[src/rtl/pmod_dac_multi.sv]
// Multi-channel PMOD DAC driver: per-channel shadow registers, batched SPI
// mode-0 frames {cmd, addr, data} and per-channel or per-batch LDAC pulses.
`timescale 1ns/1ps

module pmod_dac_multi #(
    parameter int RESOLUTION   = 16,
    parameter int NUM_CHANNELS = 4,
    parameter int CLK_DIV      = 4,
    parameter int LDAC_MODE    = 0
) (
    input  logic                    clk,
    input  logic                    rst,
    input  logic [RESOLUTION-1:0]   din,
    input  logic [3:0]              din_ch,
    input  logic                    load_din,
    input  logic                    start,
    output logic                    busy,
    output logic                    done,
    output logic [NUM_CHANNELS-1:0] pending,
    output logic                    dac_cs_n,
    output logic                    dac_sclk,
    output logic                    dac_din,
    output logic                    dac_ldac_n
);

    localparam int FRAME_BITS = 8 + RESOLUTION;
    localparam int DIV_W      = $clog2(CLK_DIV);
    localparam int BIT_W      = $clog2(FRAME_BITS);
    localparam logic [DIV_W-1:0] DIV_LAST = DIV_W'(CLK_DIV - 1);
    localparam logic [BIT_W-1:0] BIT_LAST = BIT_W'(FRAME_BITS - 1);

    typedef enum logic [2:0] {
        S_IDLE,
        S_SELECT,
        S_SHIFT,
        S_DESELECT,
        S_LDAC,
        S_DONE
    } state_t;

    state_t                  state_q, state_d;
    logic [DIV_W-1:0]        cnt_q, cnt_d;
    logic [BIT_W-1:0]        bit_q, bit_d;
    logic [FRAME_BITS-1:0]   frame_q, frame_d;
    logic [NUM_CHANNELS-1:0] mask_q, mask_d;
    logic [NUM_CHANNELS-1:0] pending_q, pending_d;
    logic [RESOLUTION-1:0]   shadow_q [NUM_CHANNELS];

    logic sclk_q, sclk_d;
    logic sdo_q, sdo_d;
    logic cs_n_q, cs_n_d;
    logic ldac_n_q, ldac_n_d;
    logic busy_q, busy_d;
    logic done_q, done_d;

    logic [NUM_CHANNELS-1:0] wr_hot;
    logic [NUM_CHANNELS-1:0] snap;
    logic [NUM_CHANNELS-1:0] mask_src;
    logic [NUM_CHANNELS-1:0] sel_hot;
    logic [3:0]              sel_ch;
    logic [RESOLUTION-1:0]   sel_data;
    logic                    cnt_last;
    logic                    enter_sel;

    // Out-of-range channel indices match no bit here, so they are dropped.
    always_comb begin
        wr_hot = '0;
        for (int i = 0; i < NUM_CHANNELS; i++) begin
            wr_hot[i] = load_din && (din_ch == 4'(i));
        end
    end

    // A same-cycle write keeps its pending bit out of the snapshot.
    assign snap     = pending_q & ~wr_hot;
    assign mask_src = (state_q == S_IDLE) ? snap : mask_q;
    assign sel_hot  = mask_src & (~mask_src + NUM_CHANNELS'(1));
    assign cnt_last = (cnt_q == DIV_LAST);

    always_comb begin
        sel_ch   = '0;
        sel_data = '0;
        for (int i = NUM_CHANNELS - 1; i >= 0; i--) begin
            if (mask_src[i]) begin
                sel_ch = 4'(i);
            end
        end
        for (int i = 0; i < NUM_CHANNELS; i++) begin
            if (sel_ch == 4'(i)) begin
                sel_data = shadow_q[i];
            end
        end
    end

    // NOTE: every variable driven here gets a default first, so no path
    // through the case statement can leave one unassigned and infer a latch.
    always_comb begin
        state_d   = state_q;
        cnt_d     = cnt_q + DIV_W'(1);
        bit_d     = bit_q;
        frame_d   = frame_q;
        mask_d    = mask_q;
        pending_d = pending_q | wr_hot;
        sclk_d    = sclk_q;
        sdo_d     = sdo_q;
        enter_sel = 1'b0;

        unique case (state_q)
            S_IDLE: begin
                cnt_d = '0;
                if (start) begin
                    pending_d = (pending_q & ~snap) | wr_hot;
                    if (snap != '0) begin
                        enter_sel = 1'b1;
                    end else begin
                        state_d = S_DONE;
                    end
                end
            end
            S_SELECT: begin
                if (cnt_last) begin
                    state_d = S_SHIFT;
                    cnt_d   = '0;
                    bit_d   = '0;
                    sclk_d  = 1'b0;
                    sdo_d   = frame_q[FRAME_BITS-1];
                end
            end
            S_SHIFT: begin
                if (cnt_last) begin
                    cnt_d = '0;
                    if (!sclk_q) begin
                        sclk_d = 1'b1;
                    end else begin
                        sclk_d = 1'b0;
                        if (bit_q == BIT_LAST) begin
                            state_d = S_DESELECT;
                            sdo_d   = 1'b0;
                        end else begin
                            bit_d   = bit_q + BIT_W'(1);
                            frame_d = frame_q << 1;
                            sdo_d   = frame_q[FRAME_BITS-2];
                        end
                    end
                end
            end
            S_DESELECT: begin
                if (cnt_last) begin
                    cnt_d = '0;
                    if (LDAC_MODE == 0 || mask_q == '0) begin
                        state_d = S_LDAC;
                    end else begin
                        enter_sel = 1'b1;
                    end
                end
            end
            S_LDAC: begin
                if (cnt_last) begin
                    cnt_d = '0;
                    if (mask_q != '0) begin
                        enter_sel = 1'b1;
                    end else begin
                        state_d = S_DONE;
                    end
                end
            end
            S_DONE: begin
                cnt_d   = '0;
                state_d = S_IDLE;
            end
            default: begin
                state_d = S_IDLE;
            end
        endcase

        // The frame is captured here, so later shadow writes cannot alter it.
        if (enter_sel) begin
            state_d = S_SELECT;
            cnt_d   = '0;
            bit_d   = '0;
            mask_d  = mask_src & ~sel_hot;
            frame_d = {4'b0000, sel_ch, sel_data};
        end
    end

    // All pins are registered from the next state.
    always_comb begin
        cs_n_d   = !(state_d == S_SELECT || state_d == S_SHIFT);
        ldac_n_d = (state_d != S_LDAC);
        busy_d   = (state_d == S_SELECT) || (state_d == S_SHIFT) ||
                   (state_d == S_DESELECT) || (state_d == S_LDAC);
        done_d   = (state_d == S_DONE);
    end

    // NOTE: sequential state uses non-blocking assignments only, so every
    // register samples the values from before this edge.
    always_ff @(posedge clk) begin
        if (rst) begin
            state_q   <= S_IDLE;
            cnt_q     <= '0;
            bit_q     <= '0;
            frame_q   <= '0;
            mask_q    <= '0;
            pending_q <= '0;
            sclk_q    <= 1'b0;
            sdo_q     <= 1'b0;
            cs_n_q    <= 1'b1;
            ldac_n_q  <= 1'b1;
            busy_q    <= 1'b0;
            done_q    <= 1'b0;
            // NOTE: the shadow array is cleared on reset because stale data
            // must never reach a DAC; this keeps it in flops, not RAM.
            for (int i = 0; i < NUM_CHANNELS; i++) begin
                shadow_q[i] <= '0;
            end
        end else begin
            state_q   <= state_d;
            cnt_q     <= cnt_d;
            bit_q     <= bit_d;
            frame_q   <= frame_d;
            mask_q    <= mask_d;
            pending_q <= pending_d;
            sclk_q    <= sclk_d;
            sdo_q     <= sdo_d;
            cs_n_q    <= cs_n_d;
            ldac_n_q  <= ldac_n_d;
            busy_q    <= busy_d;
            done_q    <= done_d;
            for (int i = 0; i < NUM_CHANNELS; i++) begin
                if (wr_hot[i]) begin
                    shadow_q[i] <= din;
                end
            end
        end
    end

    assign busy       = busy_q;
    assign done       = done_q;
    assign pending    = pending_q;
    assign dac_cs_n   = cs_n_q;
    assign dac_sclk   = sclk_q;
    assign dac_din    = sdo_q;
    assign dac_ldac_n = ldac_n_q;

endmodule

[config.mk]
export PLATFORM = sky130hd
export DESIGN_NAME = pmod_dac_multi
export DESIGN_NICKNAME = d
export VERILOG_FILES = /design/src/rtl/pmod_dac_multi.sv
export SDC_FILE = /design/constraint.sdc
export NUM_CORES = 1
export LEC_CHECK = 0
export ABC_AREA = 1
export BUFFER_PORTS_ARGS = -buffer_cell sky130_fd_sc_hd__buf_4
export CORE_MARGIN = 1
export CORE_UTILIZATION = 45
export CTS_BUF_LIST = sky130_fd_sc_hd__clkbuf_16
export DETAILED_ROUTE_END_ITERATION = 16
export PLACE_DENSITY = 0.72
export SLEW_MARGIN = 30
export SYNTH_ARGS = -nofsm -noshare
export SYNTH_HDL_FRONTEND = slang
export SYNTH_SLANG_ARGS = --single-unit
export TNS_END_PERCENT = 5
[constraint.sdc]
create_clock -name clk -period 1.9 [get_ports clk]
set_input_delay 0.285 -clock clk [delete_from_list [all_inputs] [get_ports clk]]
set_output_delay 0.285 -clock clk [all_outputs]
set_load 0.05 [all_outputs]
# Word-level counts from Yosys, hierarchy flattened
# Memory sizes are Yosys's and may differ from the RTL's.
# Index checks and enable logic that the tools add are counted.
[word_totals] regBits=48 ramBits=64 inputBits=24 output_inout_bits=10 wordCells=147 n_memories=1
[classes] n_addsub=3 eq_ne=24 n_mux=66 bitwise=15 reduce_logical=25
[memory_table] memory="shadow_q" depth=4 word_bits=16 rd=4 rd_ports_with_merged_regs=0 write_ports=4 line="47" text="logic [RESOLUTION-1:0] shadow_q [NUM_CHANNELS];"
[op_table] op="two-way mux 16 bit" n=8
[op_table] op="two-way mux 20 bit" n=5
[op_table] op="two-way mux 3 bit" n=10
[op_table] op="two-way mux 1 bit" n=25
[op_table] op="two-way mux 4 bit" n=6
[op_table] op="two-way mux 5 bit" n=4
[op_table] op="AND 4 bit" n=4
[op_table] op="== test 4 x 2 -> 1 bit, second input constant" n=4
[op_table] op="inverter 4 bit" n=4
[op_table] op="case mux 3 bit (5 select lines)" n=1
[op_table] op="== test 3 x 2 -> 1 bit, second input constant" n=4
[op_table] op="== test 3 bit, second input constant" n=4
[op_table] op="AND reduction 4 bit" n=3
[op_table] op="!= test 2 bit, second input constant" n=5
[op_table] op="case mux 5 bit (2 select lines)" n=1
[op_table] op="== test 4 x 1 -> 1 bit, second input constant" n=2
[op_table] op="zero test 4 bit" n=2
[op_table] op="OR 4 bit" n=2
[op_table] op="nonzero test 2 bit" n=4
[op_table] op="nonzero test 4 bit" n=2
[op_table] op="== test 3 x 1 -> 1 bit, second input constant" n=2
[op_table] op="case mux 1 bit (2 select lines)" n=3
[op_table] op="adder 5 x 1 -> 5 bit, second input constant" n=1
[op_table] op="== test 5 bit, second input constant" n=1
[op_table] op="other kinds (16)" n=26

# Depth between registers and ports, before layout
[depth] word_depth=15 ltp_mapped=14 depth_no_buf=14

# Worst setup path before layout
# OpenSTA, ideal clock, no wires.
[synth_path] kind="register to register" start="register cnt_q[0]" end="register frame_q[13]" setup_time_ns=0.122 t_arrival_ns=1.627 required_ns=1.778 setup_slack_ns=0.151 stages_incl_launch_ff=10 n_path_buf=1 synth_period_minus_slack_ns=1.749 path_cell_list="dfxtp_1 -> ha_1 -> inv_1 -> nor2_1 -> nand2_1 -> nor2_2 -> inv_1 -> clkbuf_1 -> o21ai_0 -> a21oi_2"
[synth_between] elab_chain_len=5 word_cells_on_any_way=9
[synth_rtl] element="start: declaration" line="42" text="logic [DIV_W-1:0] cnt_q, cnt_d;"
[synth_rtl] element="start signal: assignment" line="217" text="cnt_q <= cnt_d;"
[synth_rtl] element="== test 2 bit (*)" line="77" text="assign cnt_last = (cnt_q == DIV_LAST);"
[synth_rtl] element="two-way mux 1 bit" line="157" text="if (cnt_last) begin"
[synth_rtl] element="case mux 1 bit (2 select lines)" line="107" text="unique case (state_q)"
[synth_rtl] element="!= test 2 bit (no source line) or nonzero test 2 bit (tied branches)"
[synth_rtl] element="AND reduction 4 bit (no source line)"
[synth_rtl] element="end signal: assignment" line="219" text="frame_q <= frame_d;"
[synth_rtl] element="end: declaration" line="44" text="logic [FRAME_BITS-1:0] frame_q, frame_d;"
# Mark *: on every way between the ends. The rest lies on a longest branch, timed or not.
# A chain may end at the register's enable or synchronous reset.

# Worst setup path in the final report
[layout_path] start="register state_q[1]" end="register frame_q[2]"
[layout_between] elab_chain_len=12 word_cells_on_any_way=23
[layout_rtl] element="start: declaration" line="41" text="state_t state_q, state_d;"
[layout_rtl] element="start signal: assignment" line="216" text="state_q <= state_d;"
[layout_rtl] element="zero test 3 bit" line="75, 107"
[layout_rtl] element="two-way mux 4 bit" line="75" text="assign mask_src = (state_q == S_IDLE) ? snap : mask_q;"
[layout_rtl] element="two-way mux 2 bit" line="83" text="if (mask_src[i]) begin"
[layout_rtl] element="two-way mux 4 bit (3 in a row)" line="83"
[layout_rtl] element="zero test 4 bit" line="88" text="if (sel_ch == 4'(i)) begin"
[layout_rtl] element="two-way mux 16 bit (4 in a row)" line="88"
[layout_rtl] element="two-way mux 20 bit" line="176" text="if (enter_sel) begin"
# Parallel ways exist; a longest one is shown, timed or not.

==> results <==
- The hold violation total from the final report was 0.
- By startpoint and endpoint, the worst setup path is classified as reg -> reg.
- The critical path runs through a total of 13 cells.
- The minimum setup slack in the final design is 0.0168 ns.
- The per-cell routed wire length is roughly 15 um.
- The startpoint of the most critical setup path is state_q[1]$_SDFF_PP0_.
- The main flop type after synthesis is edfxtp_1.
- The tree built by TritonCTS fans out to 111 sinks.
- Dividing the detail-routed via count by the number of cells gives 5.21.
- The insertion delay of the later-clocked pin in the worst-skew pair is 0.35 ns.
- STA classifies the critical path endpoint as a flip-flop.
- Entering global routing, the biggest net connects 26 pins.
- The area growth from synthesis to layout is 20.4%.
- Dividing the synthesized area by the synthesized cell count gives between 8 and 9 um^2.
- The violation count after the first detailed-route iteration is around 280.
- The area enclosed by the die boundary is 11800 um^2.
- Setup violations remaining at the end of the flow were counted as 0.
- After detailed routing, the total wire length is 12.5 mm.
- The final period utilization is between 90% and 100%.
- The vertical die dimension is 109 um.
- Setup slack on the worst reg-to-reg path comes out at 0.02 ns.
- For this run, design rule violations remaining after detail routing come to 0.
- The number of distinct library cells after synthesis is 38.
- In the post-synthesis netlist, the biggest area contributors are edfxtp_1 38%, dfxtp_1 18%, nand2_1 7.5%, nor2_1 7.2%, nand3_1 6.5%.
- In this run the static leakage power is 2.69 nW.
- The largest stage delay on the critical path is around 0.36 ns.
- In this run the tightest slew margin relative to its limit is 69.8%.
- The global routing met2 resource utilization is 38.6%.
- The maximum VDD drop is 0.533 mV.
- The chip width is 109 um.
- Global routing consumed, over all layers together, 22.6% of the routing resources.
- The global routing stage identified its most utilized layer as met2.
- The via count of the first global-routing pass is approximately 4000.
- Adding up every negative setup slack in the final design gives 0 ns.
- Traced cell by cell, the critical path runs through nor3_4 > buf_4 > nand3_1 > nand2_2 > nor2_4 > buf_4 > inv_2 > nor2_2 > buf_4 > nand2_1 > nand3_1 > nor2_1 > nor2_1.
- For met1 alone, demand over resource in global routing was ~28%.
- Setup repair after global routing could not meet its margin everywhere.
- The data required time at the worst endpoint is about 2.1 ns.
- Broken down by cell family, the worst path's largest delay share belongs to simple AND/OR/NAND/NOR gates.
- The CTS tree is done.
- The flip-flop and latch count after synthesis is 111.
- Summed over all layers, the global routing overflow is 0.
- The share of synthesized area in the top cell type comes to 37.5%.
- Counting along the longest clock path gives a buffer depth of 2.
- Routability-driven placement finished with a final weighted congestion of approximately 0.87.
- The pin slew with the least headroom to its limit is 0.452 ns.
- The worst setup path endpoint is frame_q[2]$_SDFFE_PP0P_.
- The number of buffers created by CTS is 9.
- The pre-CTS setup slack is -0.131 ns.
- The net count after synthesis is 621.
- The setup clock skew after layout is 0.00535 ns.
- The core outline area is roughly 11000 um^2.
- The floorplan row count is 38.
- In this run the remaining antenna-violating nets after routing total 0.
- The arrival time of data at the critical path endpoint is 2.12 ns.
- The cell type with the highest occurrence count on the critical path is buf_4.
- The max capacitance violation total is 0.
- The clock tree root driver cell is clkbuf_16.
- The flow ran to the end, and the final reports show no timing, DRC or antenna violations.
- The max-slew violation count was 0.
- The boundary pin count is 34.
- For this run, the number of standard cells in the final layout without fillers is 809.
- In this run the critical register-to-register path is captured at frame_q[2]$_SDFFE_PP0P_.
- The detailed-router iteration count before antenna repair is 5.
- On the critical path, the stage with the largest delay is an instance of dfxtp_2.
- The depth of the worst register-to-register path is 13.
- The number of antenna violations at the first check in global routing is 0.
- The cell count after synthesis is around 600.
- Across all hold checks on the routed design, the worst slack comes to roughly 0.26 ns.
- In this run the worst path has a maximum fanout of 7.
- Sequential cells were found to cover 55.9% of the synthesized design area.
- The most frequent cell after synthesis is nand2_1.
- The commonest cells after synthesis are 103 x nand2_1, 98 x nor2_1, 70 x inv_1.
- Once placement completed, the tool counted placed cells totaling 794.
- The overall power is 0.00542 W.
- The final-stage net count is 692.
- In this run the post-CTS setup repair buffer count came out at 0.
- In this run, synthesis inferred 64 flip-flops with an integrated enable.
- The met3 track demand over resource is around 4.1%.
- In this run the worst hold path is classified as in -> reg.
- The critical path contains buffers and inverters numbering 4 combined.
- The shortest clock period the worst path allows after layout is 1.88 ns.
- 0 antenna diodes ended up in the layout.
- The mapped cell area is roughly 5000 um^2.
- The number of vias after detailed routing is 4215.
- In this run the critical register-to-register path is launched from state_q[1]$_SDFF_PP0_.
- The critical path startpoint category is a flip-flop.
- Clock-pin slew was measured on the worst setup and hold paths at approximately 0.070 ns.
- In this run the power density over the cells is 880 nW/um^2.
- The highest clock rate is 531 MHz.
- For this run, asynchronously set or reset flops after synthesis account for 0%.
- Yosys printed 0 warnings.
- CTS built an H-tree with a depth of 3.
- The number of buffers added on ports is 33.
- The global-route wire length before repair is ~20 mm.
- The share of cells above drive strength 1 is 19.6%.
- The HPWL after detailed placement is 8.41 mm.
- The most area-hungry cell type in the Yosys netlist is edfxtp_1.
- The starting utilization of the core area is 46.6%.
-- report_power, final --
part           leakage, nW  internal, W  switching, W
Sequential           0.994      0.00266     0.0000524
Combinational         1.56     0.000363      0.000563
Clock                0.139     0.000990      0.000795
-- metal layers --
layer / up-vias / part of all wire, %
li1: 2101 / -
met1: 1958 / 43
met2: 119 / 50
met3: 37 / 4.5
met4: 0 / 3.0
met5: - / 0
-- per-stage QoR --
| stage | util [%] | instance area (um^2) |
|---|---|---|
| 2_1_floorplan | - | 5120 |
| 4_1_cts | 55.7 | 6110 |
| 3_3_place_gp | 53.2 | 5840 |
| 6_report | 56.1 | 6160 |
| 3_5_place_dp | 53.2 | 5840 |
| 5_1_grt | 56.1 | 6160 |
-- cell type report --
class,instances,area (um^2)
Tap cell,140,175
Clock inverter,5,45.0
Fill cell,942,4820
Inverter,77,289
Clock buffer,9,225
Timing Repair Buffer,82,699
Multi-Input combinational cell,385,1870
Sequential cell,111,2860
-- state kept, by name, summed over array words and instances, names as in the netlist --
name        cells
bit_q           5
busy            1
cnt_q           2
dac_cs_n        1
dac_din         1
dac_ldac_n      1
dac_sclk        1
done            1
frame_q        24
mask_q          3
pending         4
shadow_q       64
state_q         3
-- worst min-delay path by stage --
| stage | startpoint | to | slack [ns] | depth (start not counted) |
|---|---|---|---|---|
| detailed placement | cnt_q[0]$_SDFF_PP0_ | cnt_q[0]$_SDFF_PP0_ | 0.43 | 1 |
| floorplan | cnt_q[0]$_SDFF_PP0_ | cnt_q[0]$_SDFF_PP0_ | 0.41 | 1 |
| global placement | cnt_q[0]$_SDFF_PP0_ | cnt_q[0]$_SDFF_PP0_ | 0.42 | 1 |
| finish | rst | frame_q[7]$_SDFFE_PP0P_ | 0.26 | 2 |
| global route | rst | frame_q[9]$_SDFFE_PP0P_ | 0.26 | 2 |
| CTS | rst | frame_q[7]$_SDFFE_PP0P_ | 0.26 | 2 |
-- cell usage in the layout (no fill, tap or decap), types with 3 or more instances in the layout --
master	count
nor2_2	6
edfxtp_1	64
buf_12	5
or2_2	5
a21oi_2	3
nand2_1	102
clkinv_1	3
nand2_4	3
inv_2	6
buf_4	75
a21oi_1	19
inv_1	72
nand2_2	7
o21ai_0	16
nand3_1	66
clkbuf_16	10
nand4_1	18
nor2_1	96
o21ai_1	14
o211ai_1	8
dfxtp_1	46
-- kinds of logic (layout without fill, tap and decap cells) --
family / count (synthesis) / in the layout / synth area share [%]
AND/OR/NAND/NOR: 318 / 318 / 28.4
flip-flops: 111 / 111 / 55.9
XOR/XNOR: 1 / 1 / 0.171
buffers and inverters: 99 / 173 / 8.06
adder cells (fa/ha/maj): 2 / 2 / 0.489
AO/OA/AOI/OAI: 64 / 64 / 6.94
-- timing repair --
item | in CTS | in global routing
setup endpoints to repair | 7 | 17
endpoints found under the hold margin | 0 | 0
hold buffers | 0 | 0
resized for setup | 0 | 8
cloned | 0 | 1
pin swaps | 1 | 1
No activity file was read; power rests on OpenSTA's default activity.
